## config.mk

```make
export PLATFORM = sky130hd
export DESIGN_NAME = pipeline_ctrl_unit
export DESIGN_NICKNAME = d
export VERILOG_FILES = /design/src/rtl/pipeline_ctrl_unit.sv
export SDC_FILE = /design/constraint.sdc
export NUM_CORES = 1
export LEC_CHECK = 0
export CORE_MARGIN = 10
export CORE_UTILIZATION = 45
export CTS_CLUSTER_DIAMETER = 50
export DETAILED_ROUTE_END_ITERATION = 6
export PLACE_DENSITY = 0.85
export SLEW_MARGIN = 20
export SYNTH_ARGS = -nofsm -noshare
export SYNTH_HDL_FRONTEND = slang
export SYNTH_SLANG_ARGS = --single-unit
```

## constraint.sdc

```tcl
create_clock -name clk -period 1.8 [get_ports clk]
set_input_delay 0.18 -clock clk [delete_from_list [all_inputs] [get_ports clk]]
set_output_delay 0.18 -clock clk [all_outputs]
set_load 0.02 [all_outputs]
```

## src/rtl/pipeline_ctrl_unit.sv

```systemverilog
// Central stall/flush/forwarding controller for the 5-stage core, with multi-cycle EX ops and debug halt/step.
// Latency: enables, bubbles and forward selects are combinational from inputs and shadow state; ex_busy/dbg_halted are state-derived.
// Backpressure: stalls PC/IF-ID (load-use, drain), freezes EX and bubbles EX/MEM while a multi-cycle op is busy.
// Ports: clk/reset (sync, active-high); id_* = decoded ID-stage instruction; ex_branch_taken, dbg_halt_req, dbg_step in;
//        pc_write/ifid_write/idex_write enables, ifid_flush/idex_bubble/exmem_bubble NOP inserts, forward_a/b selects,
//        ex_busy and dbg_halted status out.
module pipeline_ctrl_unit #(
  parameter int REG_AW   = 3,
  parameter int MC_LAT   = 4,
  parameter int ZERO_REG = 0
) (
  input  logic              clk,
  input  logic              reset,
  input  logic [REG_AW-1:0] id_rs1,
  input  logic [REG_AW-1:0] id_rs2,
  input  logic              id_use_rs1,
  input  logic              id_use_rs2,
  input  logic [REG_AW-1:0] id_rd,
  input  logic              id_regwrite,
  input  logic              id_memread,
  input  logic              id_multicycle,
  input  logic              ex_branch_taken,
  input  logic              dbg_halt_req,
  input  logic              dbg_step,
  output logic              pc_write,
  output logic              ifid_write,
  output logic              idex_write,
  output logic              ifid_flush,
  output logic              idex_bubble,
  output logic              exmem_bubble,
  output logic [1:0]        forward_a,
  output logic [1:0]        forward_b,
  output logic              ex_busy,
  output logic              dbg_halted
);

  localparam int CW = (MC_LAT > 1) ? $clog2(MC_LAT) : 1;
  localparam logic [CW-1:0] MC_LOAD = CW'(MC_LAT - 1);

  typedef enum logic [1:0] {ST_RUN, ST_DRAIN, ST_HALTED, ST_STEP} dbg_state_t;

  dbg_state_t r_state;
  dbg_state_t w_state_nxt;

  // Shadow of the datapath pipeline registers
  logic              r_v_id;
  logic              r_v_ex;
  logic [REG_AW-1:0] r_ex_rd;
  logic              r_ex_rw;
  logic              r_ex_mr;
  logic [REG_AW-1:0] r_ex_rs1;
  logic [REG_AW-1:0] r_ex_rs2;
  logic              r_ex_use1;
  logic              r_ex_use2;
  logic              r_v_mem;
  logic [REG_AW-1:0] r_mem_rd;
  logic              r_mem_rw;
  logic              r_v_wb;
  logic [REG_AW-1:0] r_wb_rd;
  logic              r_wb_rw;
  logic [CW-1:0]     r_cnt;

  logic w_busy;
  logic w_load_use;
  logic w_dbg_hold;
  logic w_drained;
  logic w_issue;

  // A stage supplies src only if it really writes it; register 0 is excluded when hard-wired.
  function automatic logic f_match(input logic v, input logic rw,
                                   input logic [REG_AW-1:0] rd,
                                   input logic [REG_AW-1:0] src);
    f_match = v && rw && (rd == src) && !((ZERO_REG != 0) && (rd == '0));
  endfunction

  assign w_busy  = (r_cnt != '0);
  assign ex_busy = w_busy;

  assign w_load_use = r_v_id && r_ex_mr &&
                      ((id_use_rs1 && f_match(r_v_ex, r_ex_rw, r_ex_rd, id_rs1)) ||
                       (id_use_rs2 && f_match(r_v_ex, r_ex_rw, r_ex_rd, id_rs2)));

  // The halt request starts draining in the same cycle it is seen in RUN.
  assign w_dbg_hold = ((r_state == ST_RUN) && dbg_halt_req) ||
                      (r_state == ST_DRAIN) || (r_state == ST_HALTED);

  assign w_drained  = !r_v_ex && !r_v_mem && !r_v_wb && !w_busy;
  assign w_issue    = r_v_id && idex_write && !idex_bubble;
  assign dbg_halted = (r_state == ST_HALTED);

  // Enables in priority order: busy > branch > load-use > debug drain > run
  always_comb begin
    pc_write     = 1'b1;
    ifid_write   = 1'b1;
    idex_write   = 1'b1;
    ifid_flush   = 1'b0;
    idex_bubble  = 1'b0;
    exmem_bubble = 1'b0;
    if (reset) begin
      // idle enables while reset is held
    end else if (w_busy) begin
      pc_write     = 1'b0;
      ifid_write   = 1'b0;
      idex_write   = 1'b0;
      exmem_bubble = 1'b1;
    end else if (ex_branch_taken) begin
      ifid_flush  = 1'b1;
      idex_bubble = 1'b1;
    end else if (w_load_use || w_dbg_hold) begin
      pc_write    = 1'b0;
      ifid_write  = 1'b0;
      idex_bubble = 1'b1;
    end
  end

  // Forward selects for the instruction currently in EX; MEM/stage result wins over WB.
  always_comb begin
    forward_a = 2'b00;
    forward_b = 2'b00;
    if (r_v_ex && r_ex_use1) begin
      if (f_match(r_v_mem, r_mem_rw, r_mem_rd, r_ex_rs1))     forward_a = 2'b01;
      else if (f_match(r_v_wb, r_wb_rw, r_wb_rd, r_ex_rs1))   forward_a = 2'b10;
    end
    if (r_v_ex && r_ex_use2) begin
      if (f_match(r_v_mem, r_mem_rw, r_mem_rd, r_ex_rs2))     forward_b = 2'b01;
      else if (f_match(r_v_wb, r_wb_rw, r_wb_rd, r_ex_rs2))   forward_b = 2'b10;
    end
  end

  // Debug FSM next state
  always_comb begin
    w_state_nxt = r_state;
    case (r_state)
      ST_RUN:    if (dbg_halt_req) w_state_nxt = ST_DRAIN;
      ST_DRAIN:  if (!dbg_halt_req) w_state_nxt = ST_RUN;
                 else if (w_drained) w_state_nxt = ST_HALTED;
      ST_HALTED: if (!dbg_halt_req) w_state_nxt = ST_RUN;
                 else if (dbg_step) w_state_nxt = ST_STEP;
      // Stay in run mode until the held ID instruction actually issues (load-use may delay it).
      ST_STEP:   if (w_issue) w_state_nxt = ST_DRAIN;
      default:   w_state_nxt = ST_RUN;
    endcase
  end

  always_ff @(posedge clk) begin
    if (reset) begin
      r_state   <= ST_RUN;
      r_v_id    <= 1'b0;
      r_v_ex    <= 1'b0;
      r_ex_rd   <= '0;
      r_ex_rw   <= 1'b0;
      r_ex_mr   <= 1'b0;
      r_ex_rs1  <= '0;
      r_ex_rs2  <= '0;
      r_ex_use1 <= 1'b0;
      r_ex_use2 <= 1'b0;
      r_v_mem   <= 1'b0;
      r_mem_rd  <= '0;
      r_mem_rw  <= 1'b0;
      r_v_wb    <= 1'b0;
      r_wb_rd   <= '0;
      r_wb_rw   <= 1'b0;
      r_cnt     <= '0;
    end else begin
      r_state <= w_state_nxt;

      if (ifid_flush)      r_v_id <= 1'b0;
      else if (ifid_write) r_v_id <= 1'b1;

      if (idex_bubble) begin
        r_v_ex <= 1'b0;
        r_cnt  <= '0;
      end else if (idex_write) begin
        r_v_ex    <= r_v_id;
        r_ex_rd   <= id_rd;
        r_ex_rw   <= id_regwrite;
        r_ex_mr   <= id_memread;
        r_ex_rs1  <= id_rs1;
        r_ex_rs2  <= id_rs2;
        r_ex_use1 <= id_use_rs1;
        r_ex_use2 <= id_use_rs2;
        r_cnt     <= (r_v_id && id_multicycle) ? MC_LOAD : '0;
      end else if (w_busy) begin
        r_cnt <= r_cnt - CW'(1);
      end

      if (exmem_bubble) begin
        r_v_mem <= 1'b0;
      end else begin
        r_v_mem  <= r_v_ex;
        r_mem_rd <= r_ex_rd;
        r_mem_rw <= r_ex_rw;
      end

      r_v_wb  <= r_v_mem;
      r_wb_rd <= r_mem_rd;
      r_wb_rw <= r_mem_rw;
    end
  end

endmodule

```

==> results of run 1 <==
[logic make-up after synthesis]
kind of cell               after synthesis
AOI/OAI and AO/OA                       46
adders and majority gates                5
muxes                                    5
buffers and inverters                   17
xor gates and xnor gates                18
and+or+nand+nor                         52
DFF                                     29
[layout make-up]
class	instances	area, um2
multi-input cells	126	980
flip-flops and latches	29	591
clock buffers	8	48.8
inverters	8	30.0
repair buffers	64	528
fillers	255	1080
well taps	46	57.6
[repair_timing]
| item | CTS | global route |
|---|---|---|
| setup endpoints to repair | 17 | 17 |
| cloned | 0 | 0 |
| buffers inserted | 1 | 1 |
| gates resized for setup | 63 | 12 |
| pin swaps | 10 | 7 |
[final timing paths]
kind,cells after the start,start,endpoint
worst max-delay path,6,r_ex_rd[1]$_SDFFE_PP0P_,pc_write
worst min-delay path,3,id_rd[1],r_ex_rd[1]$_SDFFE_PP0P_
worst max register to register,6,r_state[0]$_SDFFE_PP0P_,r_state[1]$_SDFFE_PP0P_
worst min register to register,1,r_mem_rw$_SDFFE_PP0N_,r_wb_rw$_SDFF_PP0_
[layer usage]
metal	vias up	routed length, um	GRT usage, %
met5	-	0	0
met2	50	2290	25.0
met3	14	246	5.47
met1	712	1880	15.3
met4	0	149	7.35
li1	746	-	-
[Yosys cell counts (2+ instances only)]
cell / instances
o21ai_0: 3
mux2i_1: 5
inv_1: 8
clkbuf_1: 3
nor2b_1: 6
buf_4: 2
a22o_1: 2
and3_1: 2
ha_1: 5
o31a_1: 2
xnor2_1: 10
a211oi_1: 3
and2_1: 2
o21ai_1: 10
nor4_1: 5
dfxtp_1: 29
buf_2: 3
nand3_1: 13
nand4_1: 6
nand2_1: 6
nor2_1: 7
xor2_1: 8
a21oi_1: 16
a21o_1: 2
[worst register-to-register path: stages (launching register included)]
cell      delay, ns
dfxtp_2        0.34
buf_6          0.12
ha_4           0.17
a211o_1        0.30
or3_4          0.43
o311ai_2       0.27
a21oi_1        0.10
[cell usage in the layout (no fill, tap or decap), types with 2 or more instances in the layout]
cell,Yosys,routed
clkdlybuf4s50_1,0,18
nor2b_1,6,6
o31a_1,2,2
xor2_1,8,8
and2_1,2,2
nand3_1,13,13
mux2i_1,5,5
a211oi_1,3,2
nor4_1,5,3
dfxtp_2,0,5
buf_4,2,34
inv_2,0,2
a21o_1,2,2
a22o_1,2,2
o21ai_1,10,10
nor4_2,1,2
dlygate4sd2_1,0,2
buf_6,1,3
and3_1,2,2
o21ai_0,3,3
clkbuf_4,0,5
buf_2,3,5
ha_4,0,4
xnor2_2,0,3
a21oi_2,1,2
dfxtp_1,29,23
nand2_1,6,6
a21oi_1,16,15
inv_1,8,6
clkbuf_1,3,3
xnor2_1,10,7
nor2_1,7,6
nand4_1,6,6
[metrics by stage]
step / setup slack [ns] / cell area (um2) / hold WS [ns] / utilization, % / instances
floorplan: 0.0148 / 1530 / 0.281 / - / 172
global placement: -0.385 / 2070 / 0.473 / 62.5 / 271
detailed placement: -0.391 / 2070 / 0.477 / 62.5 / 271
CTS: -0.0366 / 2210 / 0.406 / 66.9 / 280
global route: -0.138 / 2230 / 0.406 / 67.5 / 281
finish: -0.0770 / 2230 / 0.399 / 67.5 / 281
[flip-flops by register name, indices dropped and copies added, names as in the netlist, 2 cells and up]
signal,cells
r_ex_rs1,3
r_wb_rd,3
r_mem_rd,3
r_ex_rs2,3
r_ex_rd,3
r_state,2
r_cnt,2
[power breakdown]
| group | leakage [uW] | switching [uW] | internal [uW] |
|---|---|---|---|
| clock | 0.0000265 | 221 | 155 |
| sequential | 0.000239 | 93.1 | 749 |
| combinational | 0.000703 | 653 | 689 |
| total | 0.000968 | 968 | 1590 |
==> impl_metrics.toml, run 1 <==
[power]
vdd_ir_drop_max_mv = 0.608
cellPowerDensity_nw_per_um2 = 1150
leakage_uw = 0.000968
power.total_uw = 2560

[status]
violations = "setup timing"
status = "finished with violations"

[routing]
dr_total_vias = 1522
drtIter0Drc = 64
vias_per_cell = 5.42
routed_wl_um = 4570
dr.pass1.iters = 4
post-route-drc-count = 0
wire_per_inst_um = 16.3
ant_nets = 0

[synth]
synth.area.top_cells = "dfxtp_1 38%, xnor2_1 5.8%, a21oi_1 5.3%"
yosys_warnings = 0
synth-adder-area-share_pct = 4.12
ys_seq_area_share_pct = 38.2
syn_inst = 172
yosys.area_share.simple_pct = 19.8
synth-xor-area-share_pct = 10.4
synth_area_per_cell_um2 = 8.83
synth_top_family_by_area = "simple AND/OR/NAND/NOR gates"
synth_seq_cells = 29
synth_largest_area_cell = "dfxtp_1"
synth_mux_area_share_pct = 3.29
synth.top_cell.area_share_pct = 38.2
ys.flop_type = "dfxtp_1"
syn-num-nets = 196
netlist_area_um2 = 1520
synth_compound_area_share_pct = 18.8
synth_edf_count = 0
yosysUniqueCellTypes = 38
synthArstFlopShare_pct = 0

[placement]
place.gp.congestion = 0.823
hpwl_um = 3150
port_buffers = 30

[timing]
fin_tns_setup_ns = -0.214
max-slew-margin-rel_pct = 78.9
clock-skew-final_ns = 0.00541
rsz0062_at_grt = "yes"
slew_violations = 0
tightest_slew_ns = 0.314
setup-violations-final = 5
fmax_ghz = 0.533
period_minus_slack_ns = 1.88
post-route-period-util_pct = 104
hold_viol = 0
setup_slack_ns = -0.0770

[setup_path]
crit_arrival_ns = 1.70
cp_num_buf_inv = 1
end_kind = "output pin"
cp-start-kind = "flop"
max_stage_delay_ns = 0.36
worstPathRequired_ns = 1.62
criticalPathCategory = "flop to output pin"
path_max_fanout = 3
r2r_slack_ns = -0.04
cp_slowest_cell = "dfxtp_2"
crit_family = "compound AO/OA/AOI/OAI gates"
cp_cell_sequence = "xnor2_1 -> nand4_1 -> a21o_1 -> a21oi_2 -> o21bai_2 -> buf_4"

[cells_and_area]
fin_nets = 258
diodes = 0
syn_to_final_growth_pct = 47.1
drive_gt1_share_pct = 32.8

[clock_tree]
clock_latency_ns = 0.34
cts_tree = "done"
cts_max_level = 2
clk_pin_slew_worst_paths_ns = 0.08
cts_made_buffers = 5
root_buffer = "clkbuf_4"
cts_sinks = 29
cts_hold_buffers = 0
clock_path_buffers = 2

[die]
dieArea_um2 = 6100
dieWidth_um = 78.1
io_pins = 31
core_um2 = 3310
start_util_pct = 45.9
die-height_um = 78.1
num_rows = 21

[global_route]
grt_pass1_wl_um = 7280
overflow = 0
antenna_found_initial = 0
grt_max_degree = 26
grt.total_usage_pct = 14.6
grt_pass1_vias = 1603

[job]
maxCapViolations = 0

[hold_path]
hold_class = "input port to flop"
No activity file was read; power rests on OpenSTA's default activity.
==> inputs of run 2 (changes only) <==
- CTS_CLUSTER_SIZE: unset -> 40
==> results of run 2 <==
Same layout as run 1: the final DEF is identical, and so are final timing and power.
==> inputs of run 3 (changes only) <==
- PLACE_DENSITY: 0.85 -> 0.84
==> run 3 against run 2 <==
Effect of this change:
- the flow still finishes with violations (setup timing)
- clock power increased by 10%
- via count increased by 4.1%
- worst hold slack got worse by 0.11 ns
- first-iteration DRC count increased by 67%
- count of clock-buffer cells in the layout decreased by 1
- critical endpoint unchanged
- largest cell class unchanged
==> impl_metrics.toml, run 3 (synthesis results as in run 1) <==
[timing]
tightest_slew_ns = 0.309
period_minus_slack_ns = 1.91
fin_tns_setup_ns = -0.265
rsz0062_at_grt = "yes"
fmax_ghz = 0.524
clock-skew-final_ns = 0.0110
post-route-period-util_pct = 106
hold_ws_ns = 0.292
setup_slack_ns = -0.110
max-slew-margin-rel_pct = 79.2
slew_violations = 0
setup-violations-final = 4
hold_viol = 0

[die]
die-height_um = 78.1
start_util_pct = 45.9
core_um2 = 3310
dieWidth_um = 78.1
io_pins = 31
dieArea_um2 = 6100
num_rows = 21

[setup_path]
crit_family = "compound AO/OA/AOI/OAI gates"
cp-start-kind = "flop"
path_max_fanout = 4
end_kind = "output pin"
criticalPathCategory = "flop to output pin"
worstPathRequired_ns = 1.62
cp_common_cell = "buf_6"
ff2ff_path_depth = 6
cp_num_buf_inv = 3
crit_arrival_ns = 1.73
max_stage_delay_ns = 0.37
cp_slowest_cell = "dfxtp_4"
cp_cell_sequence = "buf_6 -> ha_4 -> a211oi_4 -> a21oi_2 -> o21bai_2 -> buf_4 -> buf_6"
worst-path-stages = 7

[status]
violations = "setup timing"
status = "finished with violations"

[clock_tree]
clock_latency_ns = 0.34
cts_made_buffers = 5
clock_path_buffers = 2
cts_hold_buffers = 0
clk_pin_slew_worst_paths_ns = 0.09
cts_sinks = 29
root_buffer = "clkbuf_4"
cts_tree = "done"
cts_max_level = 2

[power]
p_sw_share_pct = 37.9
comb_power_share_pct = 53.8
p_seq_share_pct = 31.1
power_switching_uw = 1040
p_int_uw = 1700
leakage_uw = 0.00104
vdd_ir_drop_max_mv = 0.753
cellPowerDensity_nw_per_um2 = 1150
clockPowerShare_pct = 15.2

[global_route]
antenna_found_initial = 0
overflow = 0
grt_pass1_vias = 1581
grt_max_degree = 26
grt_pass1_wl_um = 7580
grt.total_usage_pct = 15.1

[placement]
hpwl_um = 3040
dpl.cell_count = 270
place_ws_ns = -0.405
placed_area_um2 = 2060
port_buffers = 30
place.gp.congestion = 0.800

[cells_and_area]
drive_gt1_share_pct = 39.8
final_cells = 287
fin_nets = 265
final_common_cell = "buf_4"
diodes = 0
syn_to_final_growth_pct = 57.4
layout_common_cells = "38 x buf_4, 20 x dfxtp_1, 17 x clkdlybuf4s50_1"
final_area_um2 = 2390

[routing]
ant_nets = 0
post-route-drc-count = 0
routed_wl_um = 4840
dr.pass1.iters = 4
dr_total_vias = 1585
drtIter0Drc = 107
wire_per_inst_um = 16.9
vias_per_cell = 5.52

[hold_path]
whs_path_depth = 3
hold_class = "input port to flop"

[job]
maxCapViolations = 0
[run 3: final cells by class]
cell class / count / area [um2]
clock buffers: 7 / 55.1
fillers: 236 / 920
inverters: 8 / 30.0
multi-input cells: 126 / 1050
flip-flops and latches: 29 / 604
well taps: 46 / 57.6
repair buffers: 71 / 596
[run 3: worst min-delay path, cell delays in order]
cell	delay (ns)
dlygate4sd2_1	0.27
nand3_1	0.08
a21oi_1	0.05
[run 3: per-stage QoR]
step	total power, uW	util (%)
after floorplan	1510	-
after global placement	1980	62.3
after detailed placement	2000	62.3
after CTS	2550	68.8
after global routing	2890	72.2
final	2740	72.2
[run 3: repair_timing]
action | 4_1_cts | 5_1_grt
resized for setup | 65 | 33
setup endpoints to repair | 14 | 16
hold endpoints to repair | 0 | 0
pin swaps | 16 | 9
buffers inserted | 11 | 0
[run 3: final timing paths]
check,slack [ns],end,from
worst max-delay path,-0.11,pc_write,r_state[1]$_SDFFE_PP0P_
worst min-delay path,0.29,r_ex_rs2[1]$_SDFFE_PP0P_,id_rs2[1]
worst max register to register,-0.04,r_state[1]$_SDFFE_PP0P_,r_state[0]$_SDFFE_PP0P_
worst min register to register,0.49,r_ex_mr$_SDFFE_PP0P_,r_ex_mr$_SDFFE_PP0P_
[run 3: routing by layer]
metal,part of all wire (%),track usage (%)
met5,0,0
met4,2.4,8.42
met3,5.3,3.99
met2,49,24.8
met1,43,17.4
[run 3: power by group through the flow]
| stage | Clock (uW) | Sequential [uW] | Combinational (uW) |
|---|---|---|---|
| floorplan | 0 | 828 | 684 |
| global placement | 0 | 838 | 1140 |
| detailed placement | 0 | 845 | 1160 |
| CTS | 406 | 840 | 1310 |
| global route | 460 | 865 | 1570 |
| finish | 416 | 851 | 1470 |
